--- config.mk ---
export PLATFORM = sky130hd
export DESIGN_NAME = onehot_seq_gen_flat
export DESIGN_NICKNAME = d
export VERILOG_FILES = /design/src/rtl/onehot_seq_gen_if.sv /design/src/rtl/onehot_seq_gen.sv /design/src/flat_wrapper.sv
export SDC_FILE = /design/constraint.sdc
export NUM_CORES = 1
export LEC_CHECK = 0
export BUFFER_PORTS_ARGS = -buffer_cell sky130_fd_sc_hd__buf_2
export CAP_MARGIN = 10
export CORE_MARGIN = 2
export CORE_UTILIZATION = 40
export DETAILED_ROUTE_END_ITERATION = 7
export PLACE_DENSITY = 0.64
export SETUP_SLACK_MARGIN = 0.05
export SLEW_MARGIN = 20
export SYNTH_ARGS = -nofsm -noshare
export SYNTH_HDL_FRONTEND = slang
export SYNTH_SLANG_ARGS = --single-unit
--- constraint.sdc ---
create_clock -name clk -period 3.1 [get_ports clk]
set_clock_uncertainty 0.15 [all_clocks]
set_input_delay 0.62 -clock clk [delete_from_list [all_inputs] [get_ports clk]]
set_output_delay 0.62 -clock clk [all_outputs]
set_load 0.02 [all_outputs]
--- src/rtl/onehot_seq_gen_if.sv ---
// Control/status bundle between a sequencer and the block that drives it.
// The master side issues start/stop/hold/abort and the dwell table. The slave side reports the one-hot stage.
`timescale 1ns/1ps
interface onehot_seq_gen_if #(
    parameter int NUM_STATES = 4,
    parameter int DWELL_W    = 8,
    parameter int IDX_W      = $clog2(NUM_STATES)
);
    logic                          start;
    logic                          mode;
    logic                          stop;
    logic                          hold;
    logic                          abort;
    logic [NUM_STATES*DWELL_W-1:0] dwell_cfg;
    logic [NUM_STATES-1:0]         state_oh;
    logic [IDX_W-1:0]              stage_idx;
    logic                          busy;
    logic                          done;
    logic                          err;

    modport master (
        output start, mode, stop, hold, abort, dwell_cfg,
        input  state_oh, stage_idx, busy, done, err
    );

    modport slave (
        input  start, mode, stop, hold, abort, dwell_cfg,
        output state_oh, stage_idx, busy, done, err
    );
endinterface

--- src/rtl/onehot_seq_gen.sv ---
// One-hot stage sequencer. Each stage has a programmable dwell and loop/single-shot mode.
// It supports hold, abort, graceful stop and recovery from corrupted state encodings.
`timescale 1ns/1ps
module onehot_seq_gen #(
    parameter int NUM_STATES = 4,
    parameter int DWELL_W    = 8,
    parameter int IDX_W      = $clog2(NUM_STATES)
) (
    input  logic               clk,
    input  logic               reset,
    onehot_seq_gen_if.slave    bus
);
    localparam int CFG_W = NUM_STATES * DWELL_W;
    localparam logic [NUM_STATES-1:0] IDLE_OH  = NUM_STATES'(1);
    localparam logic [NUM_STATES-1:0] FIRST_OH = NUM_STATES'(2);

    logic [NUM_STATES-1:0] state_oh_q, state_oh_d;
    logic [DWELL_W-1:0]    cnt_q, cnt_d;
    logic [CFG_W-1:0]      cfg_q, cfg_d;
    logic                  mode_q, mode_d;
    logic                  stop_pend_q, stop_pend_d;
    logic                  done_q, done_d;
    logic                  err_q, err_d;

    logic [IDX_W-1:0]      idx;
    logic                  in_idle;
    logic                  legal;
    logic                  stop_now;

    function automatic logic [DWELL_W-1:0] dwell_of(input logic [CFG_W-1:0] cfg, input int k);
        return cfg[k*DWELL_W +: DWELL_W];
    endfunction

    always_comb begin
        idx = '0;
        for (int i = 0; i < NUM_STATES; i++) begin
            if (state_oh_q[i]) idx = IDX_W'(i);
        end
    end

    assign in_idle  = (state_oh_q == IDLE_OH);
    assign legal    = $onehot(state_oh_q);
    // A stop seen in the very cycle the last stage expires still ends the loop.
    assign stop_now = stop_pend_q | (bus.stop & mode_q);

    always_comb begin
        state_oh_d  = state_oh_q;
        cnt_d       = cnt_q;
        cfg_d       = cfg_q;
        mode_d      = mode_q;
        stop_pend_d = stop_pend_q;
        done_d      = 1'b0;
        err_d       = 1'b0;

        if (bus.abort && !in_idle) begin
            state_oh_d  = IDLE_OH;
            cnt_d       = '0;
            stop_pend_d = 1'b0;
        end else if (!legal) begin
            state_oh_d  = IDLE_OH;
            cnt_d       = '0;
            stop_pend_d = 1'b0;
            err_d       = 1'b1;
        end else if (!bus.hold) begin
            if (in_idle) begin
                if (bus.start && !bus.abort) begin
                    cfg_d      = bus.dwell_cfg;
                    mode_d     = bus.mode;
                    state_oh_d = FIRST_OH;
                    cnt_d      = dwell_of(bus.dwell_cfg, 1);
                end
            end else begin
                stop_pend_d = stop_now;
                if (cnt_q != '0) begin
                    cnt_d = cnt_q - 1'b1;
                end else if (state_oh_q[NUM_STATES-1]) begin
                    done_d = 1'b1;
                    if (mode_q && !stop_now) begin
                        state_oh_d = FIRST_OH;
                        cnt_d      = dwell_of(cfg_q, 1);
                    end else begin
                        state_oh_d  = IDLE_OH;
                        cnt_d       = '0;
                        stop_pend_d = 1'b0;
                    end
                end else begin
                    state_oh_d = state_oh_q << 1;
                    cnt_d      = dwell_of(cfg_q, int'(idx) + 1);
                end
            end
        end
    end

    always_ff @(posedge clk or posedge reset) begin
        if (reset) begin
            state_oh_q  <= IDLE_OH;
            cnt_q       <= '0;
            cfg_q       <= '0;
            mode_q      <= 1'b0;
            stop_pend_q <= 1'b0;
            done_q      <= 1'b0;
            err_q       <= 1'b0;
        end else begin
            state_oh_q  <= state_oh_d;
            cnt_q       <= cnt_d;
            cfg_q       <= cfg_d;
            mode_q      <= mode_d;
            stop_pend_q <= stop_pend_d;
            done_q      <= done_d;
            err_q       <= err_d;
        end
    end

    assign bus.state_oh  = state_oh_q;
    assign bus.stage_idx = idx;
    assign bus.busy      = !in_idle;
    assign bus.done      = done_q;
    assign bus.err       = err_q;
endmodule

--- src/flat_wrapper.sv ---
// flat-port wrapper written by rule: the top's interface ports become plain ports
module onehot_seq_gen_flat 
#(
    parameter int NUM_STATES = 4,
    parameter int DWELL_W    = 8,
    parameter int IDX_W      = $clog2(NUM_STATES)
)
  (clk, reset, bus_start, bus_mode, bus_stop, bus_hold, bus_abort, bus_dwell_cfg, bus_state_oh, bus_stage_idx, bus_busy, bus_done, bus_err);
  onehot_seq_gen_if #(.NUM_STATES(NUM_STATES), .DWELL_W(DWELL_W), .IDX_W(IDX_W)) bus_i ();
  input  logic clk;
  input  logic reset;
  input wire logic [$bits(bus_i.start)-1:0] bus_start;
  input wire logic [$bits(bus_i.mode)-1:0] bus_mode;
  input wire logic [$bits(bus_i.stop)-1:0] bus_stop;
  input wire logic [$bits(bus_i.hold)-1:0] bus_hold;
  input wire logic [$bits(bus_i.abort)-1:0] bus_abort;
  input wire logic [$bits(bus_i.dwell_cfg)-1:0] bus_dwell_cfg;
  output wire logic [$bits(bus_i.state_oh)-1:0] bus_state_oh;
  output wire logic [$bits(bus_i.stage_idx)-1:0] bus_stage_idx;
  output wire logic [$bits(bus_i.busy)-1:0] bus_busy;
  output wire logic [$bits(bus_i.done)-1:0] bus_done;
  output wire logic [$bits(bus_i.err)-1:0] bus_err;
  assign bus_i.start = bus_start;
  assign bus_i.mode = bus_mode;
  assign bus_i.stop = bus_stop;
  assign bus_i.hold = bus_hold;
  assign bus_i.abort = bus_abort;
  assign bus_i.dwell_cfg = bus_dwell_cfg;
  assign bus_state_oh = bus_i.state_oh;
  assign bus_stage_idx = bus_i.stage_idx;
  assign bus_busy = bus_i.busy;
  assign bus_done = bus_i.done;
  assign bus_err = bus_i.err;
  onehot_seq_gen #(.NUM_STATES(NUM_STATES), .DWELL_W(DWELL_W), .IDX_W(IDX_W)) u_core (.clk(clk), .reset(reset), .bus(bus_i));
endmodule
Word-level counts from Yosys, hierarchy flattened --
Cells that the tools add are included.
Storage, ports and cells: bits in registers 48, memories kept 0, logic and storage cells 68, output and inout bits 9, bits of input ports 39, RAM bits 0, bits in latches 0, bits in read-only memories 0
Operators by class: mux-type cells 34, magnitude comparators 0, shift-type cells 1, multiply operators 0, reduce and logical (&&, ||, !) cells 11, divide/modulo/power cells 0, bitwise operators 4, add/subtract/negate cells 5, eq/ne operators 6
Operators with widths (number):
- $mux 8 | 8
- $shiftx 32x32->8 | 1
- $mux 4 | 7
- $mux 1 | 16
- $reduce_bool 8->1 | 1
- $sub 8x1->8 const B | 1
- $mux 2 | 3
- $ne 3x3->1 const B | 2
- $reduce_and 5->1 | 1
- $add 1x1->2 | 2
- $eq 4x1->1 const B | 1
- $ne 4x3->1 const B | 1
- $ne 4x4->1 const B | 1
- $reduce_and 2->1 | 2
- $add 2x1->3 const B | 1
- $add 3x3->3 | 1
- $eq 3x1->1 const B | 1
- $logic_and 1x1->1 | 3
- $logic_not 1->1 | 3
- $reduce_and 3->1 | 1
- $not 1->1 | 2
- $and 1x1->1 | 1
- $or 1x1->1 | 1

Longest topological paths before layout --
word-level depth 11, mapped depth 13

Worst setup path after synthesis --
OpenSTA, ideal clock, no wires.
path kind flip-flop to flip-flop, from register u_core.state_oh_q[3] (netlist: u_core.bus.state_oh[3]), to register u_core.cfg_q[16], arrival time 3.261 ns, setup time 0.127 ns, data required time 2.823 ns, path slack -0.439 ns, path buffers 4, stages on the path, launching flop included 13, cell sequence dfrtp_1 > buf_2 > clkinv_1 > ha_1 > ha_1 > fa_1 > or3b_1 > buf_6 > nor3_4 > and3_1 > buf_4 > buf_4 > mux2_1
On the way: word-level cells in the longest chain between the ends 5, elaborated cells between the ends (all ways) 8, classes of those cells add/sub (2); eq/ne (2); bitwise (1); reduce/logical (3)
RTL lines:
- from (decl) | line onehot_seq_gen.sv:17 | logic [NUM_STATES-1:0] state_oh_q, state_oh_d;
- from (signal assigned) | line onehot_seq_gen.sv:104 | state_oh_q <= state_oh_d;
- parallel branches: the longest is 4 deep, another holds $add 3x3->3
- $reduce_and 5->1 (no source line) (*)
- to (signal assigned) | line onehot_seq_gen.sv:106 | cfg_q <= cfg_d;
- to (decl) | line onehot_seq_gen.sv:19 | logic [CFG_W-1:0] cfg_q, cfg_d;
Mark *: on every way between the ends. A chain may end at the register's enable or synchronous reset.

Worst setup path after layout --
from register u_core.state_oh_q[0] (netlist: u_core.bus.state_oh[0]), to register u_core.cfg_q[16]
The elaborated chain is that of the path after synthesis.

==> run metrics <==
Leak=0.001427 uW; vias in the first global route=1847; Synth Instances=218; CTS tree=done; Top Layer Used=met4; CP Capture Point=u_core.cfg_q[16]; final std cells w/o fill=345; routed len/inst=15.77 um; Starting Density=41.91%; ratio of final minimum period to clock period=95.75%; Final Hold Vio Count=0; EDFF count, synth=0; min cycle time layout=2.968 ns; ANT nets after route=0; DRC=0; worst r2r src=u_core.bus.state_oh[0]; Longest Clk Path Bufs=2; critical path startpoint category=register; crit path launch=u_core.bus.state_oh[0]; R2R depth=9; clock transition at the registers of the reported paths=0.08 ns; I/O Pins=48; Met2 Routed Length=2.472 mm; VDD IR max=448.1 uV; area grow syn2layout=26.62%; DP HPWL=3.954 mm; most frequent cell after synthesis=dfrtp_1; share of cells above drive strength 1=39.19%; PwrDens=1174 nW/um^2; WP data required=3.13 ns; RSZ-0062 raised after global routing=true; setup violators final=0; initial antenna violation count=0; antenna diode count=0; Synthesized Nets=267; largest net degree at the start of global routing=20; cell taking the most area after synthesis=dfrtp_1; Pins Over Slew Limit=0; Reg2Reg Setup Slack=0.13 ns; CTS buffer count=5; Synth area leaders=dfrtp_1, mux2_2, ha_1, mux2i_1, nand2_1; max cap viols=0; asr flop ratio synth=100.0%; Yosys top cell area share=41.78%; IO buf count=39; Distinct cells, synth=57; Min-Delay Path Class=in2async; H-Tree Depth=2; Main synth FF type=dfrtp_1; sequential-to-total area share from yosys stat=42.90%; fmax=336.9 MHz; status=completed; Worst-Skew Late Latency=0.29 ns; R2R Path End=u_core.cfg_q[16]; metal3 WL=276 um; cts-stage hold buffer count=0; first-pass GRT wire length=9.218 mm; 1st-pass router iterations=4; core area=5574 um^2; synthesis-stage register bit count=40; site row count=27; hold slack=0.1847 ns; GRT Overall Usage=18.42%; Crit Path Category=reg2reg; M1 wire length=2.623 mm; GPL Wtd Cong=0.8184; Vias per Instance=5.342; Post-Syn Area=2336 um^2; Post-synth top cells=dfrtp_1, mux2_2, nand2_1, inv_1, o21ai_0; CP arrival=3.00 ns; via count=1843; grt ovf=0; Die H=80.42 um; DR iter-0 viols=128; CTS root buf=clkbuf_8; final WL=5.440 mm; DP Cell Count=334; DIE WIDTH=80.42 um; Yosys warnings=0; Slew headroom=55.29%; mean post-synth cell area=10.72 um^2; DIE AREA=6467 um^2; Clock Sinks=40; Setup crit end kind=register; fin nets=321; CP max FO=9; Slew @ Worst Pin=0.6623 ns
power by group:
group	internal, uW	switching [uW]	total [uW]
Clock	181	184	365
Sequential	768	183	950
Combinational	1060	1100	2160
placed cells by master, fill, tap and decap left out, types with 2 or more instances in the layout:
cell type and n:
buf_2 39, dfrtp_1 36, mux2_4 21, nand2_1 17, buf_4 17, inv_1 14, o21ai_0 12, a21oi_1 11
mux2i_1 9, nor2_1 8, ha_1 7, nand3_1 6, clkbuf_8 6, a221oi_1 5, a22o_1 3, o211ai_1 3
dfrtp_2 3, nand2b_1 2, nor3_1 2, o311ai_0 2, a22oi_1 2, nor2b_1 2, a31oi_1 2, a21o_1 2
o31ai_1 2, ha_4 2, buf_12 2
state kept, by name, summed over array words and instances, names as in the netlist:
signal,count
u_core.cnt_q,8
u_core.bus.err,1
u_core.cfg_q,24
u_core.stop_pend_q,1
u_core.bus.state_oh,4
u_core.mode_q,1
u_core.bus.done,1
worst max-delay path, cell delays in order (launching register included):
cell and delay [ns]:
dfstp_2 0.53, ha_1 0.22, inv_1 0.08, ha_4 0.13, fa_1 0.41, or3b_4 0.42
nor3_4 0.15, and3_4 0.28, buf_12 0.16, mux2_1 0.32
metal layers:
layer,global-route usage [%],vias to the layer above
li1,-,901
met4,5.085,0
met1,27.19,888
met3,3.820,7
met5,0,-
met2,27.25,47
cell type report:
type	instances	area, um^2
Inverter	15	68.82
Timing Repair Buffer	59	387.9
Clock inverter	1	7.507
Sequential cell	40	1006
Clock buffer	7	86.33
Tap cell	72	90.09
Multi-Input combinational cell	151	1311
Fill cell	529	2616
kinds of logic after synthesis:
family | after synthesis | share of synthesized area [%]
DFF | 40 | 42.90
AOI/OAI and AO/OA | 58 | 18.10
buffers and inverters | 27 | 5.731
adders and majority gates | 10 | 5.678
xor gates and xnor gates | 2 | 0.7500
and+or+nand+nor | 50 | 12.37
muxes | 31 | 14.46
per-stage QoR:
step / setup TNS (ns) / instance area [um^2] / power (uW) / setup WS, ns / utilization, %
2_1_floorplan: -1.331 / 2477 / 2496 / -0.06241 / -
3_3_place_gp: 0 / 2818 / 3001 / 0.03125 / 50.55
3_5_place_dp: -0.009863 / 2818 / 3047 / -0.009863 / 50.55
4_1_cts: 0 / 2918 / 3451 / 0.05625 / 52.35
5_1_grt: 0 / 2958 / 3759 / 0.01833 / 53.06
6_report: 0 / 2958 / 3473 / 0.1316 / 53.06
worst min path at each step:
stage,to,cells after the start,startpoint
5_1_grt,u_core.cfg_q[9],2,reset
6_report,u_core.cfg_q[13],2,reset
4_1_cts,u_core.cnt_q[1],2,reset
3_3_place_gp,u_core.cfg_q[16],1,u_core.cfg_q[16]
3_5_place_dp,u_core.cfg_q[16],1,u_core.cfg_q[16]
2_1_floorplan,u_core.cfg_q[16],1,u_core.cfg_q[16]
what timing repair did:
item,CTS,global route
setup endpoints to repair,22,25
gates cloned,0,1
setup buffers,0,2
pin swaps,0,2
gates resized for setup,2,0
Power figures use the tool's default switching activity.
